==> src/rtl/eco32f_fetch.sv <==
// eco32f instruction-fetch stage.
// Owns the fetch PC and a req/ack instruction-bus master, and feeds decode
// with an instruction, its PC and any fetch-exception flags. Redirects from
// later stages override everything else.
// Optional one-entry skid buffer: define ECO32F_FETCH_BUF_EN. Without it,
// the bus request is masked while decode stalls.
//
// state  | meaning
// -------+---------------------------------------------------------------
// S_IDLE | first cycle after reset release, no request yet
// S_REQ  | fetching from fetch_pc
// S_HOLD | acked instruction parked in the skid buffer (buffer builds only)
// S_HALT | a fault went to decode; wait for a redirect
module eco32f_fetch #(
    parameter logic [31:0] RESET_PC = 32'hE0000000
) (
    input  logic        clk,
    input  logic        rst,
    output logic [31:0] ibus_adr_o,
    output logic        ibus_req_o,
    input  logic        ibus_ack_i,
    input  logic        ibus_err_i,
    input  logic [31:0] ibus_dat_i,
    input  logic        itlb_kmiss_i,
    input  logic        itlb_umiss_i,
    input  logic        itlb_invalid_i,
    input  logic        itlb_priv_i,
    input  logic        if_redirect,
    input  logic [31:0] if_redirect_pc,
    input  logic        id_stall,
    output logic [31:0] id_pc,
    output logic [31:0] id_insn,
    output logic        id_exc_ibus_fault,
    output logic        id_exc_itlb_kmiss,
    output logic        id_exc_itlb_umiss,
    output logic        id_exc_itlb_invalid,
    output logic        id_exc_itlb_priv
);

    localparam logic [31:0] NOP = 32'h00000000;

    typedef enum logic [1:0] {S_IDLE, S_REQ, S_HOLD, S_HALT} state_t;

    state_t      state;
    logic [31:0] fetch_pc;
    logic        itlb_any;
    logic        unused_ok;

`ifdef ECO32F_FETCH_BUF_EN
    logic [31:0] buf_insn;
    logic [31:0] buf_pc;
    logic        buf_err;
`endif

    // Redirect targets are word aligned; the low bits are dropped on load.
    assign unused_ok  = ^if_redirect_pc[1:0];
    assign itlb_any   = itlb_kmiss_i | itlb_umiss_i | itlb_invalid_i | itlb_priv_i;
    assign ibus_adr_o = fetch_pc;

    // Request only while fetching with a clean translation and no redirect.
`ifdef ECO32F_FETCH_BUF_EN
    assign ibus_req_o = (state == S_REQ) & ~itlb_any & ~if_redirect;
`else
    assign ibus_req_o = (state == S_REQ) & ~itlb_any & ~if_redirect & ~id_stall;
`endif

    // Fetch FSM, fetch PC and the registered decode-stage outputs.
    always_ff @(posedge clk or negedge rst) begin
        if (!rst) begin
            state               <= S_IDLE;
            fetch_pc            <= {RESET_PC[31:2], 2'b00};
            id_pc               <= RESET_PC;
            id_insn             <= NOP;
            id_exc_ibus_fault   <= 1'b0;
            id_exc_itlb_kmiss   <= 1'b0;
            id_exc_itlb_umiss   <= 1'b0;
            id_exc_itlb_invalid <= 1'b0;
            id_exc_itlb_priv    <= 1'b0;
`ifdef ECO32F_FETCH_BUF_EN
            buf_insn            <= NOP;
            buf_pc              <= RESET_PC;
            buf_err             <= 1'b0;
`endif
        end else if (if_redirect) begin
            // Discards any buffered entry simply by leaving S_HOLD.
            state               <= S_REQ;
            fetch_pc            <= {if_redirect_pc[31:2], 2'b00};
            id_insn             <= NOP;
            id_exc_ibus_fault   <= 1'b0;
            id_exc_itlb_kmiss   <= 1'b0;
            id_exc_itlb_umiss   <= 1'b0;
            id_exc_itlb_invalid <= 1'b0;
            id_exc_itlb_priv    <= 1'b0;
        end else begin
            case (state)
                S_IDLE: state <= S_REQ;
                S_REQ: begin
                    if (!id_stall) begin
                        id_pc               <= fetch_pc;
                        id_insn             <= NOP;
                        id_exc_ibus_fault   <= 1'b0;
                        id_exc_itlb_kmiss   <= 1'b0;
                        id_exc_itlb_umiss   <= 1'b0;
                        id_exc_itlb_invalid <= 1'b0;
                        id_exc_itlb_priv    <= 1'b0;
                        if (itlb_any) begin
                            id_exc_itlb_kmiss   <= itlb_kmiss_i;
                            id_exc_itlb_umiss   <= itlb_umiss_i & ~itlb_kmiss_i;
                            id_exc_itlb_invalid <= itlb_invalid_i & ~itlb_kmiss_i & ~itlb_umiss_i;
                            id_exc_itlb_priv    <= itlb_priv_i & ~itlb_kmiss_i & ~itlb_umiss_i
                                                   & ~itlb_invalid_i;
                            state               <= S_HALT;
                        end else if (ibus_req_o && ibus_err_i) begin
                            id_exc_ibus_fault <= 1'b1;
                            state             <= S_HALT;
                        end else if (ibus_req_o && ibus_ack_i) begin
                            id_insn  <= ibus_dat_i;
                            fetch_pc <= fetch_pc + 32'd4;
                        end
                    end
`ifdef ECO32F_FETCH_BUF_EN
                    else if (ibus_req_o && (ibus_ack_i || ibus_err_i)) begin
                        // Decode is busy: park the response so the bus cycle completes.
                        buf_insn <= ibus_dat_i;
                        buf_pc   <= fetch_pc;
                        buf_err  <= ibus_err_i;
                        if (!ibus_err_i)
                            fetch_pc <= fetch_pc + 32'd4;
                        state    <= S_HOLD;
                    end
`endif
                end
                S_HOLD: begin
`ifdef ECO32F_FETCH_BUF_EN
                    if (!id_stall) begin
                        id_pc               <= buf_pc;
                        id_insn             <= buf_err ? NOP : buf_insn;
                        id_exc_ibus_fault   <= buf_err;
                        id_exc_itlb_kmiss   <= 1'b0;
                        id_exc_itlb_umiss   <= 1'b0;
                        id_exc_itlb_invalid <= 1'b0;
                        id_exc_itlb_priv    <= 1'b0;
                        state               <= buf_err ? S_HALT : S_REQ;
                    end
`else
                    state <= S_REQ;
`endif
                end
                S_HALT: begin
                    // Once decode has taken the fault, present bubbles.
                    if (!id_stall) begin
                        id_insn             <= NOP;
                        id_exc_ibus_fault   <= 1'b0;
                        id_exc_itlb_kmiss   <= 1'b0;
                        id_exc_itlb_umiss   <= 1'b0;
                        id_exc_itlb_invalid <= 1'b0;
                        id_exc_itlb_priv    <= 1'b0;
                    end
                end
            endcase
        end
    end

endmodule
==> config.mk <==
export PLATFORM = sky130hd
export DESIGN_NAME = eco32f_fetch
export DESIGN_NICKNAME = d
export VERILOG_FILES = /design/src/rtl/eco32f_fetch.sv
export SDC_FILE = /design/constraint.sdc
export NUM_CORES = 1
export LEC_CHECK = 0
export BUFFER_PORTS_ARGS = -buffer_cell sky130_fd_sc_hd__clkbuf_2
export CAP_MARGIN = 20
export CORE_UTILIZATION = 45
export CTS_CLUSTER_SIZE = 24
export DETAILED_ROUTE_END_ITERATION = 16
export GPL_TIMING_DRIVEN = 0
export PLACE_DENSITY_LB_ADDON = 0.15
export SETUP_SLACK_MARGIN = 0.05
export SYNTH_ARGS = -nofsm -noshare
export SYNTH_HDL_FRONTEND = slang
export SYNTH_SLANG_ARGS = --single-unit
==> constraint.sdc <==
create_clock -name clk -period 2.8 [get_ports clk]
set_clock_uncertainty 0.05 [all_clocks]
set_input_delay 0.14 -clock clk [delete_from_list [all_inputs] [get_ports clk]]
set_output_delay 0.14 -clock clk [all_outputs]
set_load 0.02 [all_outputs]
# Word-level counts from Yosys, hierarchy flattened
# Index checks and enable logic that the tools add are counted.
[classes]
n_eq_ne = 9
reduce_logical = 12
addsub = 1
n_mux = 40
bitwise = 18
[ops]
columns = ["operator", "count"]
rows = [
  ["32-bit 2-to-1 mux", 12],
  ["32-bit case mux with 2 select lines", 1],
  ["32-bit by 3-bit adder with 32-bit output (second input constant)", 1],
  ["1-bit 2-to-1 mux", 17],
  ["1-bit case mux with 2 select lines", 5],
  ["1-bit AND", 9],
  ["3-bit AND reduction", 3],
  ["2-bit 2-to-1 mux", 4],
  ["2-bit != test (second input constant)", 3],
  ["3-bit != test (second input constant)", 2],
  ["1-bit NOT", 6],
  ["3-bit nonzero test", 2],
  ["5-bit AND reduction", 1],
  ["2-bit equality test (second input constant)", 2],
  ["4-bit by 3-bit != test with 1-bit output (second input constant)", 1],
  ["2-bit case mux with 2 select lines", 1],
  ["2-bit nonzero test", 2],
  ["1-bit bitwise OR", 3],
  ["2-bit by 1-bit equality test with 1-bit output (second input constant)", 1],
  ["1-bit logical AND", 2],
  ["2-bit logical NOT", 1],
  ["2-bit OR reduction", 1],
]
[totals]
elab_cells = 89
regBits = 103
output_inout_bits = 102
inputBits = 74

# Longest topological paths before layout
# Gate-level depths: netlist (run 1).
[logic_depth]
word_depth = 14
depth_mapped = 8
mapped_depth_nobuf = 6

# Worst setup path after synthesis (run 1)
# OpenSTA, ideal clock, no wires.
[synth_path]
path_type = "reg2reg"
start = "register fetch_pc[7], in the netlist ibus_adr_o[7]"
end = "register fetch_pc[21], in the netlist ibus_adr_o[21]"
arrival_time_ns = 1.967
setup_time_ns = 0.126
path_buffers = 1
synth_period_minus_slack_ns = 2.143
slack_ns = 0.657
t_required_ns = 2.624
path_stages_with_launch = 7
cell_sequence = "dfrtp_1 -> clkbuf_1 -> nand4_2 -> nor3_2 -> nand4_1 -> a21o_1 -> a221o_1"
[synth_via]
elab_chain_len = 7
[synth_lines]
columns = ["item", "line", "source"]
rows = [
  ["start, declared", "45", "logic [31:0] fetch_pc;"],
  ["start signal, assigned", "71", "fetch_pc <= {RESET_PC[31:2], 2'b00};"],
  ["start signal, assigned", "87", "fetch_pc <= {if_redirect_pc[31:2], 2'b00};"],
  ["start signal, assigned", "118", "fetch_pc <= fetch_pc + 32'd4;"],
  ["32-bit by 3-bit adder with 32-bit output", "118", ""],
  ["32-bit 2-to-1 mux", "116", "end else if (ibus_req_o && ibus_ack_i) begin"],
  ["32-bit 2-to-1 mux", "113", "end else if (ibus_req_o && ibus_err_i) begin"],
  ["32-bit 2-to-1 mux", "106", "if (itlb_any) begin"],
  ["32-bit 2-to-1 mux", "98", "if (!id_stall) begin"],
  ["32-bit 2-to-1 mux", "95", "case (state)"],
  ["32-bit 2-to-1 mux", "84", "end else if (if_redirect) begin"],
]
# No other way between the ends. The select of a mux whose other input is x is not followed.
# A chain may end at the register's enable or synchronous reset.

# Worst setup path after layout (run 1)
[layout_path]
start = "input port itlb_kmiss_i"
end = "register fetch_pc[25], in the netlist ibus_adr_o[25]"
[layout_via]
elab_chain_len = 10
word_cells_on_any_way = 13
cone_classes = "eq/ne: 2; bitwise: 7; reduce/logical: 4"
[layout_lines]
columns = ["item", "line", "source"]
rows = [
  ["start, declared", "24", "input logic itlb_kmiss_i,"],
  ["1-bit bitwise OR (*) (3 in a row)", "57", "assign itlb_any = itlb_kmiss_i | itlb_umiss_i | itlb_invalid_i | itlb_priv_i;"],
  ["1-bit NOT", "64", "assign ibus_req_o = (state == S_REQ) & ~itlb_any & ~if_redirect & ~id_stall;"],
  ["1-bit AND (3 in a row)", "64", ""],
  ["1-bit logical AND, on equally long branches", "113, 116", ""],
  ["2-bit != test (no source line) or 2-bit nonzero test (tied branches)", "-", ""],
  ["5-bit AND reduction (no source line) (*)", "-", ""],
]
# Every way passes the cells marked *; elsewhere a longest branch is shown, timed or not.

==> impl_metrics.yaml, run 1 <==
timing:
  rsz0062_at_grt: "false"
  drv_slew: 0
  holdWs_ns: 0.0426
  setup_viol_count_final: 0
  worst_slack_ns: 0.305
  finalCritPeriodShare_pct: 89.1
  max_freq_ghz: 0.401
  fin_tns_setup_ns: 0
  slew_headroom_pct: 42.6
  fin_crit_ns: 2.50
  max_slew.worst_pin.slew_ns: 0.862
  final-hold-violation-count: 0
setup_path:
  reg2reg_depth: 6
  crit_required_ns: 3.04
  worst-path-buf-inv: 5
  crit_path_frequent_cell: "buf_2"
  cp_slowest_stage_delay_ns: 0.54
  crit_type: "input port to register"
  path_depth: 9
  path_max_fanout: 10
  worstPathCellList: "dlygate4sd3_1 > clkbuf_2 > or4_1 > clkbuf_1 > nor3_2 > buf_2 > buf_2 > nand3_1 > o211ai_1"
  crit_family: "buffers and inverters"
  critPathLaunchType: "input port"
  crit_slowest_cell: "dlygate4sd3_1"
  worstSetupEndpointType: "register"
  arrival_ns: 2.73
layout:
  fill_cells: 791
  fin_area_mm2: 0.00631
  area_growth_pct: 44.0
  final_cell_mix: "168 x clkbuf_2, 119 x nand2_1, 93 x dfrtp_1"
  nets: 769
  drive_above_1_share_pct: 30.0
  final_common_cell: "clkbuf_2"
  num_antenna_cells: 0
die:
  fp.dieH_um: 101
  num_rows: 35
  die_area_mm2: 0.0101
  die_w_um: 101
  start_util_pct: 46.9
  io_pins: 176
  coreArea_mm2: 0.00933
placed_design:
  post-place-ws_ns: 0.240
  placed_cell_area_mm2: 0.00543
  routabilityCongestion: 0.807
  hpwl_mm: 8.80
  port_buffers: 169
power:
  leakage_nw: 3.24
  p_switching_mw: 1.01
  finalPower_mw: 3.24
  internal-power_mw: 2.23
  p_clk_share_pct: 28.2
  peakVddDrop_mv: 0.318
  p_comb_share_pct: 20.3
  switching_share_pct: 31.1
  p_seq_share_pct: 51.5
  power_density_mw_per_mm2: 514
drt:
  routed_via_density: 5.20
  top_layer: "met4"
  wl_per_cell_um: 15.8
  route.met2.wl_mm: 6.40
  drc: 0
  wl_met1_mm: 5.76
  drt-initial-drc-count: 216
  drtAntennaViolNets: 0
  wl_mm: 13.1
  wl_met3_um: 749
  vias: 4306
  dr.pass1.iters: 5
synth:
  synth_edf_count: 0
  synthXorXnorAreaFrac_pct: 2.00
  synth-simple-area-share_pct: 21.8
  netlist_area_mm2: 0.00438
  ys_seq_elements: 99
  synthMuxAreaShare_pct: 0.686
  yosysSeqAreaShare_pct: 56.7
  yosys_warnings: 0
  postSynthAreaPerCell_um2: 9.93
  synth_top_family_by_area: "simple AND/OR/NAND/NOR gates"
  postSynthCellCount: 441
  synth_flop_cell: "dfrtp_1"
  ys_types: 47
  synth_fa_ha_area_share_pct: 0.286
  synth-compound-area-share_pct: 14.5
  async_flop_share_pct: 100
clock_network:
  clock-sinks: 99
  cts_root_buffer: "clkbuf_8"
  htree_levels: 3
  cts_buffers: 9
  clk_latency_ns: 0.37
  cts_tree: "done"
  max-clock-path-buffers: 2
  clk_pin_slew_worst_paths_ns: 0.09
min_path:
  hold_path_class: "input port to register"
  hold_depth: 4
global_routing:
  grt_pass1_wl_mm: 21.0
  grt_pass1_vias: 4265
  grt_use_total_pct: 27.2
  grt_antenna_before_repair: 0
  grt.overflow.total: 0
  grt_max_degree: 57
job:
  cap_violations: 0
status:
  status: "finished, final reports clean"
[state kept, by name (all words and copies together), names as in the netlist]
register             cells
id_insn                 32
ibus_adr_o              30
id_pc                   30
state                    2
id_exc_ibus_fault        1
id_exc_itlb_invalid      1
id_exc_itlb_kmiss        1
id_exc_itlb_priv         1
id_exc_itlb_umiss        1
[cells by family after synthesis]
group                      Yosys count
AOI/OAI and AO/OA                   86
other                                2
buffers and inverters               36
and+or+nand+nor                    204
adders and majority gates            1
xor gates and xnor gates            10
DFF                                 99
muxes                                3
[power groups by stage]
| stage | combinational, mW | clock [mW] | sequential (mW) |
|---|---|---|---|
| after floorplan | 0.172 | 0 | 1.83 |
| after global placement | 0.565 | 0 | 1.69 |
| after detailed placement | 0.581 | 0 | 1.70 |
| after CTS | 0.657 | 0.937 | 1.67 |
| after global routing | 0.722 | 0.999 | 1.69 |
| final | 0.657 | 0.916 | 1.67 |
[through the flow]
step / cells / utilization (%)
2_1_floorplan: 444 / -
3_5_place_dp: 743 / 58.2
5_1_grt: 828 / 67.6
6_report: 828 / 67.6
4_1_cts: 826 / 67.5
3_3_place_gp: 742 / 57.9
[synthesized netlist by cell type, types with 4 or more instances]
| library cell | count | share of area [%] |
|---|---|---|
| clkbuf_1 | 19 | 1.6 |
| o21ai_0 | 21 | 2.4 |
| a21oi_1 | 4 | 0.46 |
| nor2_1 | 17 | 1.5 |
| xor2_1 | 9 | 1.8 |
| dfstp_2 | 6 | 3.6 |
| inv_1 | 6 | 0.51 |
| a22oi_1 | 4 | 0.69 |
| nor3_1 | 8 | 0.91 |
| nor4_1 | 4 | 0.57 |
| nand2_1 | 119 | 10 |
| buf_4 | 5 | 0.86 |
| o211ai_1 | 4 | 0.69 |
| nand3_1 | 22 | 2.5 |
| dfrtp_1 | 93 | 53 |
| buf_2 | 5 | 0.57 |
| and3_1 | 4 | 0.57 |
| nand4_1 | 11 | 1.6 |
| a22o_1 | 36 | 7.2 |
[tightest hold or removal path, stage by stage]
cell and delay (ns):
clkbuf_2 0.11, nor2_1 0.05, nor2_1 0.08, nor3b_1 0.05
[worst paths after layout]
check | slack, ns | startpoint | endpoint
worst max-delay path | 0.30 | itlb_kmiss_i | ibus_adr_o[25]$_DFFE_PN0P_
worst min-delay path | 0.04 | id_stall | state[1]$_DFFE_PN0P_
worst max register to register | 0.35 | ibus_adr_o[7]$_DFFE_PN0P_ | ibus_adr_o[21]$_DFFE_PN0P_
worst min register to register | 0.42 | id_pc[31]$_DFFE_PN1P_ | id_pc[31]$_DFFE_PN1P_
max in group asynchronous | 1.69 | rst | state[0]$_DFFE_PN0P_
min in group asynchronous | 0.30 | rst | id_pc[17]$_DFFE_PN0P_
[routing by layer]
metal  track usage, %  vias up
met1             36.5     2077
met2             45.4      168
met4             8.36        0
met3             4.51       17
met5                0        -
li1                 -     2044
[final cells by class]
cell class	instances	area [um2]	share of cell area, %
plain buffers	30	145	2.30
well taps	129	161	2.56
flip-flops and latches	99	2480	39.4
clock buffers	10	128	2.02
repair buffers	239	1560	24.8
clock inverters	6	66.3	1.05
inverters	6	22.5	0.357
multi-input cells	309	1740	27.6
[repair_timing]
action                                 CTS  global route
setup endpoints to repair                0             2
gates resized for setup                  0             0
hold buffers                            67             0
endpoints found under the hold margin  103             0
setup buffers                            0             2
No activity file was read; power rests on OpenSTA's default activity.
==> run 2: changes to the inputs <==
--- a/config.mk
+++ b/config.mk
@@ -7,7 +7,7 @@
 export LEC_CHECK = 0
 export BUFFER_PORTS_ARGS = -buffer_cell sky130_fd_sc_hd__clkbuf_2
 export CAP_MARGIN = 20
-export CORE_UTILIZATION = 45
+export CORE_UTILIZATION = 40
 export CTS_CLUSTER_SIZE = 24
 export DETAILED_ROUTE_END_ITERATION = 16
 export GPL_TIMING_DRIVEN = 0
==> run 2 against run 1 <==
- fmax decreased by 4.5%
- largest cell class unchanged
- largest power group unchanged
- flip-flop and latch count unchanged
- register-to-register slack worse by 0.16 ns
- wire length grew 1.2%
- clock-buffer cell count is 4 higher
==> impl_metrics.yaml, run 2 (synthesis results as in run 1) <==
status:
  status: "finished, final reports clean"
timing:
  slew_headroom_pct: 41.2
  fin_crit_ns: 2.61
  finalCritPeriodShare_pct: 93.3
  rsz0062_at_grt: "false"
  max_slew.worst_pin.slew_ns: 0.882
  final-hold-violation-count: 0
  setup_viol_count_final: 0
  fin_tns_setup_ns: 0
  drv_slew: 0
  max_freq_ghz: 0.383
layout:
  num_antenna_cells: 0
  fill_cells: 965
  nets: 766
  final_util_pct: 60.2
  final_cell_mix: "168 x clkbuf_2, 119 x nand2_1, 93 x dfrtp_1"
  drive_above_1_share_pct: 29.6
  final_common_cell: "clkbuf_2"
  area_growth_pct: 43.7
  max_flop_register: "id_insn"
  largest_register_ffs: 32
power:
  leakage_nw: 3.22
  peakVddDrop_mv: 0.303
  power_density_mw_per_mm2: 519
setup_path:
  crit_slowest_cell: "or4b_1"
  worstSetupEndpointType: "register"
  regToRegSetupSlack_ns: 0.19
  crit_type: "register to register"
  reg2reg_from: "state[1]$_DFFE_PN0P_"
  arrival_ns: 2.81
  path_max_fanout: 10
  worstPathCellList: "or4b_1 > buf_2 > nor3_4 > nor2_1 > clkbuf_1 > a22oi_1 > o211ai_1"
  reg2reg_depth: 7
  cp_slowest_stage_delay_ns: 0.49
  worstReg2RegEnd: "ibus_adr_o[25]$_DFFE_PN0P_"
  crit_required_ns: 2.99
  critPathLaunchType: "register"
placed_design:
  port_buffers: 169
  hpwl_mm: 8.95
  routabilityCongestion: 0.800
clock_network:
  clk_latency_ns: 0.36
  clock-sinks: 99
  clk_pin_slew_worst_paths_ns: 0.09
  htree_levels: 3
  cts_tree: "done"
  cts_resized: 0
  cts_root_buffer: "clkbuf_8"
  max-clock-path-buffers: 2
  cts_buffers: 9
min_path:
  hold_path_class: "input port to register"
  hold_depth: 2
  hold_end: "id_exc_itlb_kmiss$_DFFE_PN0P_"
  hold_start: "itlb_kmiss_i"
die:
  die_w_um: 107
  io_pins: 176
  start_util_pct: 41.9
  fp.dieH_um: 107
  num_rows: 37
  coreArea_mm2: 0.0105
  die_area_mm2: 0.0114
drt:
  routed_via_density: 5.13
  drtAntennaViolNets: 0
  vias: 4267
  drc: 0
  wl_per_cell_um: 15.9
  drt-initial-drc-count: 272
  dr.pass1.iters: 4
  wl_mm: 13.3
job:
  cap_violations: 0
global_routing:
  grt_pass1_vias: 4253
  grt_util_met2_pct: 39.3
  grt_use_total_pct: 24.5
  grt_antenna_before_repair: 0
  grt_max_degree: 53
  grt_busiest_layer: "met2"
  grt_use_met3_pct: 5.59
  grt.overflow.total: 0
  grt_pass1_wl_mm: 21.4
  use_met1_pct: 32.4
[run 2: area by class of cell]
| class | count | area [um2] | share of cell area, % |
|---|---|---|---|
| Timing Repair Buffer | 236 | 1540 | 24.4 |
| Inverter | 6 | 22.5 | 0.358 |
| Multi-Input combinational cell | 309 | 1740 | 27.6 |
| Clock inverter | 2 | 35.0 | 0.557 |
| Clock buffer | 14 | 163 | 2.58 |
| Buffer | 30 | 145 | 2.31 |
| Tap cell | 136 | 170 | 2.70 |
| Sequential cell | 99 | 2480 | 39.5 |
[run 2: how the worst max path moves through the flow]
stage	start	endpoint	cells past startpoint
finish	state[1]$_DFFE_PN0P_	ibus_adr_o[25]$_DFFE_PN0P_	7
detailed placement	state[1]$_DFFE_PN0P_	ibus_adr_o[25]$_DFFE_PN0P_	7
global route	state[1]$_DFFE_PN0P_	ibus_adr_o[25]$_DFFE_PN0P_	7
global placement	rst	id_pc[3]$_DFFE_PN0P_	1
floorplan	ibus_adr_o[7]$_DFFE_PN0P_	ibus_adr_o[21]$_DFFE_PN0P_	6
CTS	itlb_umiss_i	ibus_adr_o[25]$_DFFE_PN0P_	9
[run 2: where the power goes]
part           switching, mW  internal [mW]
logic                  0.393          0.259
registers              0.112           1.56
clock network          0.485          0.463
total                  0.989           2.28
[run 2: what timing repair did]
item,in CTS,in global routing
setup buffers,0,0
endpoints found under the hold margin,112,0
endpoints found under the setup margin,0,1
hold buffers,66,0
[run 2: stage by stage]
| step | cells | hold slack (ns) | area (um2) | worst slack (ns) | total power [mW] |
|---|---|---|---|---|---|
| finish | 832 | 0.0118 | 6290 | 0.187 | 3.27 |
| detailed placement | 750 | 0.196 | 5440 | 0.229 | 2.28 |
| global route | 832 | 0.0180 | 6290 | 0.0644 | 3.43 |
| floorplan | 444 | -0.206 | 4390 | 0.657 | 2.00 |
| CTS | 832 | 0.00375 | 6290 | 0.206 | 3.30 |
| global placement | 749 | 0.294 | 5410 | 0.250 | 2.26 |
[run 2: routing by layer]
metal / vias up / part of all wire, %
met5: - / 0
met2: 152 / 48
li1: 2036 / -
met3: 25 / 5.4
met4: 0 / 2.5
met1: 2054 / 44
[run 2: critical path: cells and delay by family (launching register included)]
kind / cells / cell delay (ns)
flip-flops: 1 / 0.41
AO/OA/AOI/OAI: 2 / 0.32
buffers and inverters: 2 / 0.53
AND/OR/NAND/NOR: 3 / 1.19
